## src/rtl/muladd_sched_pkg.sv

```systemverilog
// Shared definitions for the Muladd job scheduler: job descriptor layout,
// field widths and the scheduler FSM state encoding.
package muladd_sched_pkg;

    localparam int OPC_W   = 1;
    localparam int ITER_W  = 10;
    localparam int PER_W   = 10;
    localparam int SHIFT_W = 6;
    localparam int DELAY_W = 32;
    localparam int JOB_W   = OPC_W + ITER_W + PER_W + SHIFT_W + DELAY_W;

    // One queued job; field order is also the bit order of the packed word.
    typedef struct packed {
        logic               opcode;
        logic [ITER_W-1:0]  iterations;
        logic [PER_W-1:0]   period;
        logic [SHIFT_W-1:0] shift;
        logic [DELAY_W-1:0] delay0;
    } job_t;

    typedef enum logic [2:0] {
        ST_IDLE   = 3'd0,
        ST_ISSUE  = 3'd1,
        ST_GUARD  = 3'd2,
        ST_WAIT   = 3'd3,
        ST_RETIRE = 3'd4
    } sched_state_e;

    // Assemble a descriptor from its individual fields.
    function automatic job_t make_job(
        input logic               opcode,
        input logic [ITER_W-1:0]  iterations,
        input logic [PER_W-1:0]   period,
        input logic [SHIFT_W-1:0] shift,
        input logic [DELAY_W-1:0] delay0
    );
        job_t j;
        j.opcode     = opcode;
        j.iterations = iterations;
        j.period     = period;
        j.shift      = shift;
        j.delay0     = delay0;
        return j;
    endfunction

endpackage

```

## src/rtl/muladd_job_fifo.sv

```systemverilog
// Job queue: DEPTH-entry synchronous FIFO with push, pop, flush and
// full/empty flags. The head entry is read combinationally so the scheduler
// can latch it on the same edge that pops it. Flush empties the queue and
// overrides any push or pop on that edge.
module muladd_job_fifo
    import muladd_sched_pkg::*;
#(
    parameter int DEPTH = 4,
    parameter int WIDTH = JOB_W
) (
    input  logic             clk,
    input  logic             rst,
    input  logic             push,
    input  logic [WIDTH-1:0] push_data,
    input  logic             pop,
    input  logic             flush,
    output logic [WIDTH-1:0] head_data,
    output logic             full,
    output logic             empty
);

    localparam int            AW       = (DEPTH > 1) ? $clog2(DEPTH) : 1;
    localparam logic [AW:0]   FULL_CNT = (AW + 1)'(DEPTH);

    logic [WIDTH-1:0] mem_q [DEPTH];
    logic [AW-1:0]    wr_ptr_q, wr_ptr_d;
    logic [AW-1:0]    rd_ptr_q, rd_ptr_d;
    logic [AW:0]      count_q, count_d;
    logic             do_push;
    logic             do_pop;

    assign full      = (count_q == FULL_CNT);
    assign empty     = (count_q == '0);
    assign do_push   = push & ~full & ~flush;
    assign do_pop    = pop & ~empty & ~flush;
    assign head_data = mem_q[rd_ptr_q];

    // Next pointer/occupancy: flush collapses the queue, otherwise track push/pop.
    always_comb begin
        wr_ptr_d = wr_ptr_q;
        rd_ptr_d = rd_ptr_q;
        count_d  = count_q;
        if (flush) begin
            rd_ptr_d = wr_ptr_q;
            count_d  = '0;
        end else begin
            if (do_push) begin
                wr_ptr_d = wr_ptr_q + 1'b1;
            end
            if (do_pop) begin
                rd_ptr_d = rd_ptr_q + 1'b1;
            end
            case ({do_push, do_pop})
                2'b10:   count_d = count_q + 1'b1;
                2'b01:   count_d = count_q - 1'b1;
                default: count_d = count_q;
            endcase
        end
    end

    // Pointer and occupancy registers.
    always_ff @(posedge clk or negedge rst) begin
        if (!rst) begin
            wr_ptr_q <= '0;
            rd_ptr_q <= '0;
            count_q  <= '0;
        end else begin
            wr_ptr_q <= wr_ptr_d;
            rd_ptr_q <= rd_ptr_d;
            count_q  <= count_d;
        end
    end

    // Storage array; contents need no reset since occupancy gates every read.
    always_ff @(posedge clk) begin
        if (do_push) begin
            mem_q[wr_ptr_q] <= push_data;
        end
    end

endmodule

```

## src/rtl/muladd_job_sched.sv

```systemverilog
// Muladd job scheduler: queues job descriptors and runs them one at a time
// on the Muladd unit (ISSUE -> GUARD -> WAIT -> RETIRE), counting completions.
// Optional build macro MULADD_JOB_SCHED_IRQ_EN adds a sticky completion
// interrupt (irq) with clear input (irq_clr).
module muladd_job_sched
    import muladd_sched_pkg::*;
#(
    parameter int DEPTH = 4,
    parameter int CNT_W = 16
) (
    input  logic               clk,
    input  logic               rst,
    input  logic               job_valid,
    output logic               job_ready,
    input  logic               job_opcode,
    input  logic [ITER_W-1:0]  job_iterations,
    input  logic [PER_W-1:0]   job_period,
    input  logic [SHIFT_W-1:0] job_shift,
    input  logic [DELAY_W-1:0] job_delay,
    input  logic               flush,
    output logic               mul_opcode,
    output logic [ITER_W-1:0]  mul_iterations,
    output logic [PER_W-1:0]   mul_period,
    output logic [SHIFT_W-1:0] mul_shift,
    output logic [DELAY_W-1:0] mul_delay0,
    output logic               mul_run,
    input  logic               mul_done,
    output logic               busy,
    output logic [CNT_W-1:0]   jobs_done
`ifdef MULADD_JOB_SCHED_IRQ_EN
    ,
    output logic               irq,
    input  logic               irq_clr
`endif
);

    sched_state_e     state_q, state_d;
    job_t             cfg_q, cfg_d;
    logic [CNT_W-1:0] jobs_done_q, jobs_done_d;

    logic             fifo_full;
    logic             fifo_empty;
    logic [JOB_W-1:0] fifo_head;
    logic             fifo_push;
    logic             fifo_pop;
    logic             can_issue;
    logic             retire;
    job_t             new_job;

    assign new_job   = make_job(job_opcode, job_iterations, job_period, job_shift, job_delay);
    // Ready is held low while reset is asserted, not just when the queue is full.
    assign job_ready = rst & ~fifo_full;
    assign fifo_push = job_valid & job_ready;
    // A flush on this edge empties the queue, so nothing may be issued from it.
    assign can_issue = ~fifo_empty & ~flush;

    muladd_job_fifo #(
        .DEPTH (DEPTH),
        .WIDTH (JOB_W)
    ) u_fifo (
        .clk       (clk),
        .rst       (rst),
        .push      (fifo_push),
        .push_data (new_job),
        .pop       (fifo_pop),
        .flush     (flush),
        .head_data (fifo_head),
        .full      (fifo_full),
        .empty     (fifo_empty)
    );

    // Scheduler next state, queue pop, start pulse and retire strobe.
    always_comb begin
        state_d  = state_q;
        fifo_pop = 1'b0;
        mul_run  = 1'b0;
        retire   = 1'b0;
        case (state_q)
            ST_IDLE: begin
                if (can_issue) begin
                    state_d  = ST_ISSUE;
                    fifo_pop = 1'b1;
                end
            end
            ST_ISSUE: begin
                mul_run = 1'b1;
                state_d = ST_GUARD;
            end
            ST_GUARD: begin
                // The unit's done flag may still reflect the previous job here.
                state_d = ST_WAIT;
            end
            ST_WAIT: begin
                if (mul_done) begin
                    state_d = ST_RETIRE;
                end
            end
            ST_RETIRE: begin
                retire = 1'b1;
                if (can_issue) begin
                    state_d  = ST_ISSUE;
                    fifo_pop = 1'b1;
                end else begin
                    state_d = ST_IDLE;
                end
            end
            default: begin
                state_d = ST_IDLE;
            end
        endcase
    end

    // Configuration latches the queue head on pop; the counter steps on retire.
    always_comb begin
        cfg_d       = cfg_q;
        jobs_done_d = jobs_done_q;
        if (fifo_pop) begin
            cfg_d = job_t'(fifo_head);
        end
        if (retire) begin
            jobs_done_d = jobs_done_q + 1'b1;
        end
    end

    // State, configuration and counter registers.
    always_ff @(posedge clk or negedge rst) begin
        if (!rst) begin
            state_q     <= ST_IDLE;
            cfg_q       <= '0;
            jobs_done_q <= '0;
        end else begin
            state_q     <= state_d;
            cfg_q       <= cfg_d;
            jobs_done_q <= jobs_done_d;
        end
    end

    assign mul_opcode     = cfg_q.opcode;
    assign mul_iterations = cfg_q.iterations;
    assign mul_period     = cfg_q.period;
    assign mul_shift      = cfg_q.shift;
    assign mul_delay0     = cfg_q.delay0;
    assign jobs_done      = jobs_done_q;
    assign busy           = (state_q != ST_IDLE) | ~fifo_empty;

`ifdef MULADD_JOB_SCHED_IRQ_EN
    logic irq_q, irq_d;

    // Sticky interrupt: set when the last queued job retires; set beats clear.
    always_comb begin
        irq_d = irq_q;
        if (retire && fifo_empty) begin
            irq_d = 1'b1;
        end else if (irq_clr) begin
            irq_d = 1'b0;
        end
    end

    // Interrupt register.
    always_ff @(posedge clk or negedge rst) begin
        if (!rst) begin
            irq_q <= 1'b0;
        end else begin
            irq_q <= irq_d;
        end
    end

    assign irq = irq_q;
`endif

endmodule

```

## config.mk

```make
export PLATFORM = sky130hd
export DESIGN_NAME = muladd_job_sched
export DESIGN_NICKNAME = d
export VERILOG_FILES = /design/src/rtl/muladd_sched_pkg.sv /design/src/rtl/muladd_job_fifo.sv /design/src/rtl/muladd_job_sched.sv
export SDC_FILE = /design/constraint.sdc
export NUM_CORES = 1
export LEC_CHECK = 0
export BUFFER_PORTS_ARGS = -buffer_cell sky130_fd_sc_hd__buf_2
export CAP_MARGIN = 20
export CORE_MARGIN = 2
export CORE_UTILIZATION = 30
export DETAILED_ROUTE_END_ITERATION = 8
export PLACE_DENSITY = 0.45
export SETUP_SLACK_MARGIN = 0.15
export SLEW_MARGIN = 20
export SYNTH_ARGS = -nofsm -noshare
export SYNTH_HDL_FRONTEND = slang
export SYNTH_SLANG_ARGS = --single-unit
```

## constraint.sdc

```tcl
create_clock -name clk -period 7.91 [get_ports clk]
set_input_delay 1.582 -clock clk [delete_from_list [all_inputs] [get_ports clk]]
set_output_delay 1.582 -clock clk [all_outputs]
set_load 0.005 [all_outputs]
```

==> impl_metrics.py, run 1 <==
metrics = {
    "critical_path": {
        "cp.arrival_ps": 2240,
        "cp-end-kind": "output pin",
        "critPathRequiredTime_ps": 6330,
        "ff2ff_setup_slack_ps": 5210,
        "startpoint_type": "input port",
        "cp_max_fo": 23,
        "crit_type": "in -> out",
    },
    "synthesis": {
        "synth_adder_area_share_pct": 0.673,
        "synth_area_um2": 12300,
        "yosys_warnings": 0,
        "syn-num-nets": 629,
        "async_flop_share_pct": 26.5,
        "synth_top_flop_cell": "edfxtp_1",
        "ys_types": 39,
        "synthTopCellsByCount": "edfxtp_1, dfrtp_1, mux4_2",
        "synthMuxAreaShare_pct": 18.3,
        "synth_top_family_by_area": "multiplexers",
        "netlist_instances": 559,
        "yosysTopAreaCellShare_pct": 57.7,
        "yosys.area_share.simple_pct": 2.30,
        "synth_edf_count": 236,
        "syn_area_per_cell_um2": 22.0,
        "synth-seq-cells": 321,
        "yosys.area.top_type": "edfxtp_1",
        "synth_compound_area_share_pct": 0.642,
        "ys_seq_area_share_pct": 75.1,
        "synth_xor_area_share_pct": 1.36,
        "synth.most_common_cell": "edfxtp_1",
        "yosys-top-cells-area": "edfxtp_1, dfrtp_1, mux4_2",
    },
    "final_layout": {
        "drive_gt1_share_pct": 43.5,
        "synthToLayoutAreaGrowth_pct": 19.4,
        "layout.nets": 788,
    },
    "global_routing": {
        "grt_pass1_wl_um": 38100,
        "grt_pass1_vias": 6203,
        "antenna_found_initial": 5,
        "grtUsageTotal_pct": 12.1,
        "grt_max_degree": 67,
        "overflow": 0,
    },
    "pwr": {
        "pwr-share-clk_pct": 33.0,
        "p_leak_uw": 0.00558,
        "p_int_uw": 3650,
        "switching_share_pct": 25.4,
        "peakVddDrop_mv": 0.127,
        "seqPwrFrac_pct": 47.0,
        "switching_power_uw": 1240,
        "pwr-share-comb_pct": 20.0,
        "power_uw": 4900,
        "powerDensity_nw_per_um2": 334,
    },
    "clocking": {
        "cts.clk_slew.worst_paths_ps": 50,
        "insertion_delay_ps": 510,
        "cts_sinks": 321,
        "cts_root_buffer": "clkbuf_16",
        "post_cts_buffers": 0,
        "clock_path_buffers": 3,
        "cts_inserted_buffers": 36,
        "cts_hold_buffers": 0,
        "cts_resized": 0,
        "cts_htree_levels": 2,
        "cts_tree": "done",
    },
    "timing": {
        "fin_crit_ps": 3830,
        "skew_ps": 14.5,
        "timing.fmax_ghz": 0.261,
        "hold_violations": 0,
        "worst_slew_pin_slew_ps": 998,
        "setup_viol_count_final": 0,
        "rsz0062_at_grt": "false",
        "max-slew-margin-rel_pct": 33.5,
        "tns_ps": 0,
        "slew_violations": 0,
        "finalCritPeriodShare_pct": 48.4,
    },
    "flow_run": {
        "drv_cap": 0,
    },
    "floorplan": {
        "die-width_um": 206,
        "core_area_um2": 40600,
        "die_h_um": 206,
        "start_util_pct": 30.2,
        "io_pins": 142,
        "die_area_um2": 42600,
        "num_rows": 74,
    },
    "placed_design": {
        "place.gp.congestion": 0.690,
        "dpl.hpwl_um": 15000,
        "port_buffers": 141,
    },
    "route": {
        "wl_per_cell_um": 19.9,
        "via_per_inst": 4.45,
        "drtPass1Iterations": 4,
        "drt-initial-drc-count": 286,
        "ant_nets": 0,
        "drcViolationCount": 0,
        "wirelength_um": 25400,
        "vias": 5688,
    },
    "worst_hold_path": {
        "hp-class": "reg -> reg",
    },
    "run_status": {
        "outcome": "complete, no violations",
    },
}
[registers in the layout, summed over array words and instances, names as in the netlist]
signal	cells
mul_delay0	32
u_fifo.count_q	3
mul_shift	6
u_fifo.mem_q	236
mul_period	10
state_q	3
mul_opcode	1
u_fifo.rd_ptr_q	2
u_fifo.wr_ptr_q	2
jobs_done	16
mul_iterations	10
[cell families after synthesis]
family,after synthesis
buf+inv,25
fa+ha+maj,6
xor+xnor,19
compound gates,12
flops,321
simple gates,55
mux,121
[final timing paths]
check / start / depth (start not counted) / to
worst max-delay path: rst / 3 / job_ready
worst min-delay path: jobs_done[15]$_DFFE_PN0N_ / 1 / jobs_done[15]$_DFFE_PN0N_
worst max register to register: u_fifo.count_q[1]$_DFFE_PN0P_ / 4 / mul_iterations[6]$_DFFE_PN0N_
worst min register to register: jobs_done[15]$_DFFE_PN0N_ / 1 / jobs_done[15]$_DFFE_PN0N_
max in group asynchronous: rst / 2 / u_fifo.rd_ptr_q[0]$_DFFE_PN0P_
min in group asynchronous: rst / 1 / u_fifo.count_q[2]$_DFFE_PN0P_
[layout make-up]
cell class | count | area [µm²]
well taps | 532 | 666
multi-input cells | 213 | 2870
flip-flops and latches | 321 | 9220
fillers | 3752 | 26000
repair buffers | 144 | 731
inverters | 2 | 7.51
clock buffers | 52 | 1040
diodes | 2 | 5.00
clock inverters | 13 | 120
[power by group through the flow]
| stage | Combinational [µW] | Clock (µW) | Sequential (µW) |
|---|---|---|---|
| global placement | 980 | 0 | 2350 |
| CTS | 1010 | 1660 | 2320 |
| detailed placement | 1010 | 0 | 2350 |
| floorplan | 737 | 0 | 2210 |
| finish | 978 | 1620 | 2300 |
| global route | 1070 | 1730 | 2350 |
[critical path, cell delays in order]
cell      delay, ps
buf_4           280
a21boi_0        220
buf_2           140
[layout by cell type (no fill, tap or decap), types with 3 or more instances in the layout]
cell | Yosys | routed
mux4_2 | 59 | 59
nand2_1 | 12 | 12
clkinv_1 | 0 | 4
mux2_4 | 58 | 58
o21ai_0 | 6 | 6
clkbuf_8 | 0 | 6
nand4_1 | 3 | 3
clkbuf_1 | 8 | 9
mux2_2 | 3 | 3
nor3_1 | 3 | 3
nor2_1 | 10 | 10
ha_1 | 5 | 5
and2_4 | 0 | 4
clkbuf_16 | 0 | 37
dfrtp_1 | 85 | 83
clkinv_2 | 0 | 4
nand3_1 | 9 | 9
xnor2_1 | 17 | 17
buf_2 | 6 | 140
edfxtp_1 | 236 | 236
buf_4 | 0 | 4
[routing by layer]
layer / vias up / GRT usage (%) / wire length (µm)
li1: 2545 / - / -
met1: 2966 / 15.7 / 11100
met2: 123 / 20.5 / 12700
met3: 50 / 2.38 / 1030
met4: 4 / 3.72 / 596
met5: - / 0 / 21
[through the flow]
step | worst slack, ps | hold slack, ps | std cells | utilization [%] | instance area, µm²
after detailed placement | 3890 | 474 | 1212 | 33.2 | 13500
after CTS | 4070 | 485 | 1277 | 36.1 | 14700
after global placement | 3980 | 461 | 1212 | 33.2 | 13500
after global routing | 4020 | 495 | 1278 | 36.1 | 14700
final | 4080 | 476 | 1279 | 36.1 | 14700
after floorplan | 3870 | 468 | 559 | - | 12300
Note: power is estimated with default switching activity, not from simulation.
==> run 2, diff against run 1 <==
--- a/config.mk
+++ b/config.mk
@@ -10,7 +10,7 @@
 export CORE_MARGIN = 2
 export CORE_UTILIZATION = 30
 export DETAILED_ROUTE_END_ITERATION = 8
-export PLACE_DENSITY = 0.45
+export PLACE_DENSITY = 0.46
 export SETUP_SLACK_MARGIN = 0.15
 export SLEW_MARGIN = 20
 export SYNTH_ARGS = -nofsm -noshare
==> constraint.sdc (replaced) <==
create_clock -name clk -period 3.2 [get_ports clk]
set_input_delay 0.64 -clock clk [delete_from_list [all_inputs] [get_ports clk]]
set_output_delay 0.64 -clock clk [all_outputs]
set_load 0.005 [all_outputs]
==> impl_metrics.py, run 2 (same netlist as run 1, synthesis figures left out) <==
metrics = {
    "critical_path": {
        "setup.worst_path.start": "u_fifo.count_q[1]$_DFFE_PN0P_",
        "r2r_cells": 7,
        "cp.arrival_ps": 2740,
        "cp_max_fo": 4,
        "crit_type": "reg -> reg",
        "critPathRequiredTime_ps": 3640,
        "worst_r2r_startpoint": "u_fifo.count_q[1]$_DFFE_PN0P_",
        "cp-end-kind": "flop",
        "startpoint_type": "flop",
        "ff2ff_setup_slack_ps": 900,
        "r2r-end": "u_fifo.count_q[2]$_DFFE_PN0P_",
        "cp-endpoint": "u_fifo.count_q[2]$_DFFE_PN0P_",
    },
    "floorplan": {
        "start_util_pct": 30.2,
        "io_pins": 142,
        "num_rows": 74,
        "die_h_um": 206,
        "die-width_um": 206,
        "core_area_um2": 40600,
        "die_area_um2": 42600,
    },
    "final_layout": {
        "largest_reg_flops": 236,
        "regMostFlops": "u_fifo.mem_q",
        "layout.nets": 798,
        "mostFrequentLayoutCell": "edfxtp_1",
        "fill_cells": 3742,
        "synthToLayoutAreaGrowth_pct": 20.4,
        "drive_gt1_share_pct": 43.9,
        "antenna_cells": 0,
        "final_cell_mix": "edfxtp_1, buf_2, dfrtp_1",
    },
    "global_routing": {
        "antenna_found_initial": 0,
        "overflow": 0,
        "grt_max_degree": 62,
        "grt_pass1_wl_um": 38700,
        "grtUsageTotal_pct": 12.5,
        "grt_pass1_vias": 6333,
    },
    "route": {
        "wl_per_cell_um": 20.2,
        "ant_nets": 0,
        "drt-initial-drc-count": 331,
        "vias": 5732,
        "drtPass1Iterations": 5,
        "wirelength_um": 26000,
        "drcViolationCount": 0,
        "via_per_inst": 4.46,
    },
    "pwr": {
        "switching_share_pct": 25.4,
        "p_leak_uw": 0.00564,
        "seqPwrFrac_pct": 45.9,
        "powerDensity_nw_per_um2": 822,
        "power_uw": 12100,
        "pwr-share-clk_pct": 32.8,
        "pwr-share-comb_pct": 21.3,
        "switching_power_uw": 3090,
        "peakVddDrop_mv": 0.415,
        "p_int_uw": 9060,
    },
    "clocking": {
        "cts_root_buffer": "clkbuf_16",
        "cts_tree": "done",
        "cts_sinks": 321,
        "post_cts_buffers": 0,
        "clock_path_buffers": 3,
        "cts_htree_levels": 2,
        "insertion_delay_ps": 530,
        "cts_resized": 0,
        "cts_inserted_buffers": 36,
        "cts_hold_buffers": 0,
        "cts.clk_slew.worst_paths_ps": 60,
    },
    "timing": {
        "hold_violations": 0,
        "setup_viol_count_final": 0,
        "rsz0062_at_grt": "false",
        "worst_slew_pin_slew_ps": 1010,
        "worst_hold_slack_ps": 192,
        "fin_crit_ps": 2300,
        "finalCritPeriodShare_pct": 71.9,
        "timing.fmax_ghz": 0.435,
        "slew_violations": 0,
        "max-slew-margin-rel_pct": 32.5,
        "tns_ps": 0,
        "skew_ps": 14.3,
        "worst_slack_ps": 899,
    },
    "placed_design": {
        "dpl_worst_slack_ps": 718,
        "dpl.hpwl_um": 15200,
        "port_buffers": 141,
        "place.gp.congestion": 0.748,
    },
    "worst_hold_path": {
        "hp-class": "in -> async",
    },
    "run_status": {
        "outcome": "complete, no violations",
    },
    "flow_run": {
        "drv_cap": 0,
    },
}
==> run 2: cell types whose count changed in the layout (fill, tap and decap cells not counted), sizes merged <==
cell	before	now
buf	144	154
clkinv	8	5
clkbuf	52	54
diode	2	0
inv	4	2
==> run 2: worst min path at each step <==
stage	startpoint	end	slack, ps	depth (start not counted)
floorplan	rst	jobs_done[0]$_DFFE_PN0N_	340	0
global placement	jobs_done[15]$_DFFE_PN0N_	jobs_done[15]$_DFFE_PN0N_	460	1
detailed placement	jobs_done[15]$_DFFE_PN0N_	jobs_done[15]$_DFFE_PN0N_	480	1
CTS	rst	mul_delay0[10]$_DFFE_PN0N_	180	2
global route	rst	mul_delay0[10]$_DFFE_PN0N_	210	2
finish	rst	mul_delay0[10]$_DFFE_PN0N_	190	2
==> run 2: per-layer routing <==
metal	track usage (%)	vias to the layer above	part of all wire [%]	wire [µm]
li1	-	2566	-	-
met1	16.1	3009	44	11400
met2	20.6	122	50	12900
met3	2.51	35	4.4	1130
met4	5.08	0	2.1	551
met5	0	-	0	0
==> run 2: through the flow <==
stage,instance area (µm²),utilization (%),instances
floorplan,12300,-,559
CTS,14800,36.4,1284
detailed placement,13600,33.6,1222
global route,14800,36.4,1284
finish,14800,36.4,1284
global placement,13600,33.6,1222
==> run 2: worst max-delay path, cell delays in order, from the launching register on <==
cell	delay (ps)
dfrtp_1	420
nor3_1	410
or3_4	230
nor2_1	50
fa_1	430
nor4b_1	380
o21ai_0	150
a31oi_1	160
==> run 2: power groups by stage <==
stage / registers (µW) / logic, µW / clock network (µW)
CTS: 5600 / 2670 / 4140
global route: 5660 / 2820 / 4290
floorplan: 5450 / 1820 / 0
global placement: 5640 / 2620 / 0
finish: 5580 / 2580 / 3990
detailed placement: 5660 / 2660 / 0
==> run 2: cell type report <==
type	instances	area, µm²	share of cell area (%)
tap	532	666	4.50
clock buffer	54	1050	7.11
sequential	321	9220	62.4
timing repair buffer	154	881	5.96
multi-input combinational	213	2870	19.4
clock inverter	8	90.1	0.609
inverter	2	7.51	0.0508
==> run 3, diff against run 2 <==
==> constraint.sdc (replaced) <==
create_clock -name clk -period 1.95 [get_ports clk]
set_input_delay 0.39 -clock clk [delete_from_list [all_inputs] [get_ports clk]]
set_output_delay 0.39 -clock clk [all_outputs]
set_load 0.005 [all_outputs]
==> impl_metrics.py, run 3 (same netlist as run 1, synthesis figures left out) <==
metrics = {
    "run_status": {
        "outcome": "complete, no violations",
    },
    "pwr": {
        "pwr-share-clk_pct": 34.1,
        "powerDensity_nw_per_um2": 1350,
        "switching_power_uw": 5320,
        "switching_share_pct": 25.5,
        "power_uw": 20900,
        "p_int_uw": 15600,
        "pwr-share-comb_pct": 23.2,
        "peakVddDrop_mv": 0.783,
        "seqPwrFrac_pct": 42.7,
        "p_leak_uw": 0.00599,
    },
    "floorplan": {
        "core_area_um2": 40600,
        "start_util_pct": 30.2,
        "die-width_um": 206,
        "io_pins": 142,
        "die_area_um2": 42600,
        "num_rows": 74,
        "die_h_um": 206,
    },
    "critical_path": {
        "r2r_cells": 8,
        "r2r-end": "u_fifo.count_q[2]$_DFFE_PN0P_",
        "ff2ff_setup_slack_ps": 20,
        "setup.worst_path.start": "u_fifo.count_q[2]$_DFFE_PN0P_",
        "worst_r2r_startpoint": "state_q[0]$_DFFE_PN0P_",
        "crit_type": "reg -> out",
        "cp.arrival_ps": 1550,
        "cp-end-kind": "output pin",
        "critPathRequiredTime_ps": 1560,
        "startpoint_type": "flop",
        "cp-endpoint": "busy",
        "cp_max_fo": 3,
    },
    "clocking": {
        "clock_path_buffers": 3,
        "cts_inserted_buffers": 38,
        "insertion_delay_ps": 530,
        "cts_root_buffer": "clkbuf_16",
        "cts_sinks": 321,
        "cts_tree": "done",
        "cts_htree_levels": 2,
        "cts.clk_slew.worst_paths_ps": 60,
    },
    "timing": {
        "setup_viol_count_final": 0,
        "slew_violations": 0,
        "finalCritPeriodShare_pct": 99.5,
        "worst_slack_ps": 10.6,
        "skew_ps": 12.3,
        "worst_slew_pin_slew_ps": 630,
        "hold_violations": 0,
        "rsz0062_at_grt": "true",
        "max-slew-margin-rel_pct": 58.0,
        "worst_hold_slack_ps": 60.7,
        "fin_crit_ps": 1940,
        "timing.fmax_ghz": 0.516,
    },
    "global_routing": {
        "grt_max_degree": 39,
        "grt_pass1_wl_um": 39900,
        "overflow": 0,
        "grtUsageTotal_pct": 12.7,
        "grt_pass1_vias": 6635,
        "antenna_found_initial": 2,
    },
    "placed_design": {
        "dp_cells": 1244,
        "dpl.hpwl_um": 15600,
        "port_buffers": 141,
        "placed_cell_area_um2": 13900,
        "dpl_worst_slack_ps": -16.3,
        "place.gp.congestion": 0.725,
    },
    "route": {
        "vias": 5967,
        "drt-initial-drc-count": 294,
        "drtPass1Iterations": 4,
        "via_per_inst": 4.49,
        "wl_per_cell_um": 20.1,
        "wirelength_um": 26700,
        "ant_nets": 0,
        "drcViolationCount": 0,
    },
    "final_layout": {
        "final_cell_mix": "edfxtp_1, buf_2, dfrtp_1",
        "mostFrequentLayoutCell": "edfxtp_1",
        "largest_reg_flops": 236,
        "synthToLayoutAreaGrowth_pct": 26.4,
        "final_area_um2": 15500,
        "drive_gt1_share_pct": 48.7,
        "layout.nets": 836,
        "layoutNonFillerInstCount": 1329,
        "regMostFlops": "u_fifo.mem_q",
    },
    "flow_run": {
        "drv_cap": 0,
    },
    "worst_hold_path": {
        "hp-class": "in -> async",
    },
}
run 3: cell count changes in the layout (fill, tap and decap cells not counted), sizes merged:
cell	change
buf	+31
diode	+1
dlygate4sd3	+1
bufinv	+1
clkbuf	+2
clkinvlp	+3
clkinv	+6
run 3: worst min path at each step:
| stage | start | endpoint |
|---|---|---|
| 2_1_floorplan | rst | jobs_done[0]$_DFFE_PN0N_ |
| 5_1_grt | job_delay[3] | u_fifo.mem_q[3][3]$_DFFE_PP_ |
| 4_1_cts | job_delay[0] | u_fifo.mem_q[0][0]$_DFFE_PP_ |
| 3_3_place_gp | rst | u_fifo.count_q[2]$_DFFE_PN0P_ |
| 6_report | rst | jobs_done[9]$_DFFE_PN0N_ |
| 3_5_place_dp | rst | u_fifo.count_q[1]$_DFFE_PN0P_ |
run 3: critical path: stages, from the launching register on:
cell and delay (ps):
dfrtp_2 450, nor3_4 200, buf_4 160, nand2_1 70, buf_2 130
run 3: power groups by stage:
stage          registers (µW)  clock network [µW]  logic [µW]
3_5_place_dp             9060                   0        4820
3_3_place_gp             9040                   0        4760
2_1_floorplan            8950                   0        3020
5_1_grt                  9060                7630        5290
6_report                 8930                7120        4850
4_1_cts                  8940                7370        4910
run 3: area by class of cell:
cell class | instances | area [µm²]
Sequential cell | 321 | 9230
Clock inverter | 18 | 181
Timing Repair Buffer | 190 | 1400
Fill cell | 3723 | 25100
Multi-Input combinational cell | 213 | 2930
Clock buffer | 52 | 1110
Tap cell | 532 | 666
Inverter | 2 | 7.51
Antenna cell | 1 | 2.50
run 3: per-stage QoR:
| step | TNS (ps) | util [%] |
|---|---|---|
| 6_report | 0 | 38.2 |
| 3_3_place_gp | -27.2 | 34.3 |
| 2_1_floorplan | -350 | - |
| 3_5_place_dp | -16.3 | 34.3 |
| 4_1_cts | -36.6 | 37.7 |
| 5_1_grt | -260 | 38.2 |
run 3: metal layers:
| layer | global-route usage [%] | share of wire [%] | vias up | wire, µm |
|---|---|---|---|---|
| met5 | 0 | 0.049 | - | 13 |
| met4 | 4.72 | 2.1 | 2 | 566 |
| met3 | 3.39 | 5.7 | 38 | 1530 |
| met2 | 20.3 | 48 | 136 | 12900 |
| met1 | 16.5 | 44 | 3148 | 11700 |
| li1 | - | - | 2643 | - |
run 3: what timing repair did:
item,in CTS,in global routing
endpoints found under the hold margin,10,0
hold buffers,1,0
pin swaps,5,3
gates cloned,1,5
setup buffers,3,4
gates resized for setup,13,10
setup endpoints to repair,73,283
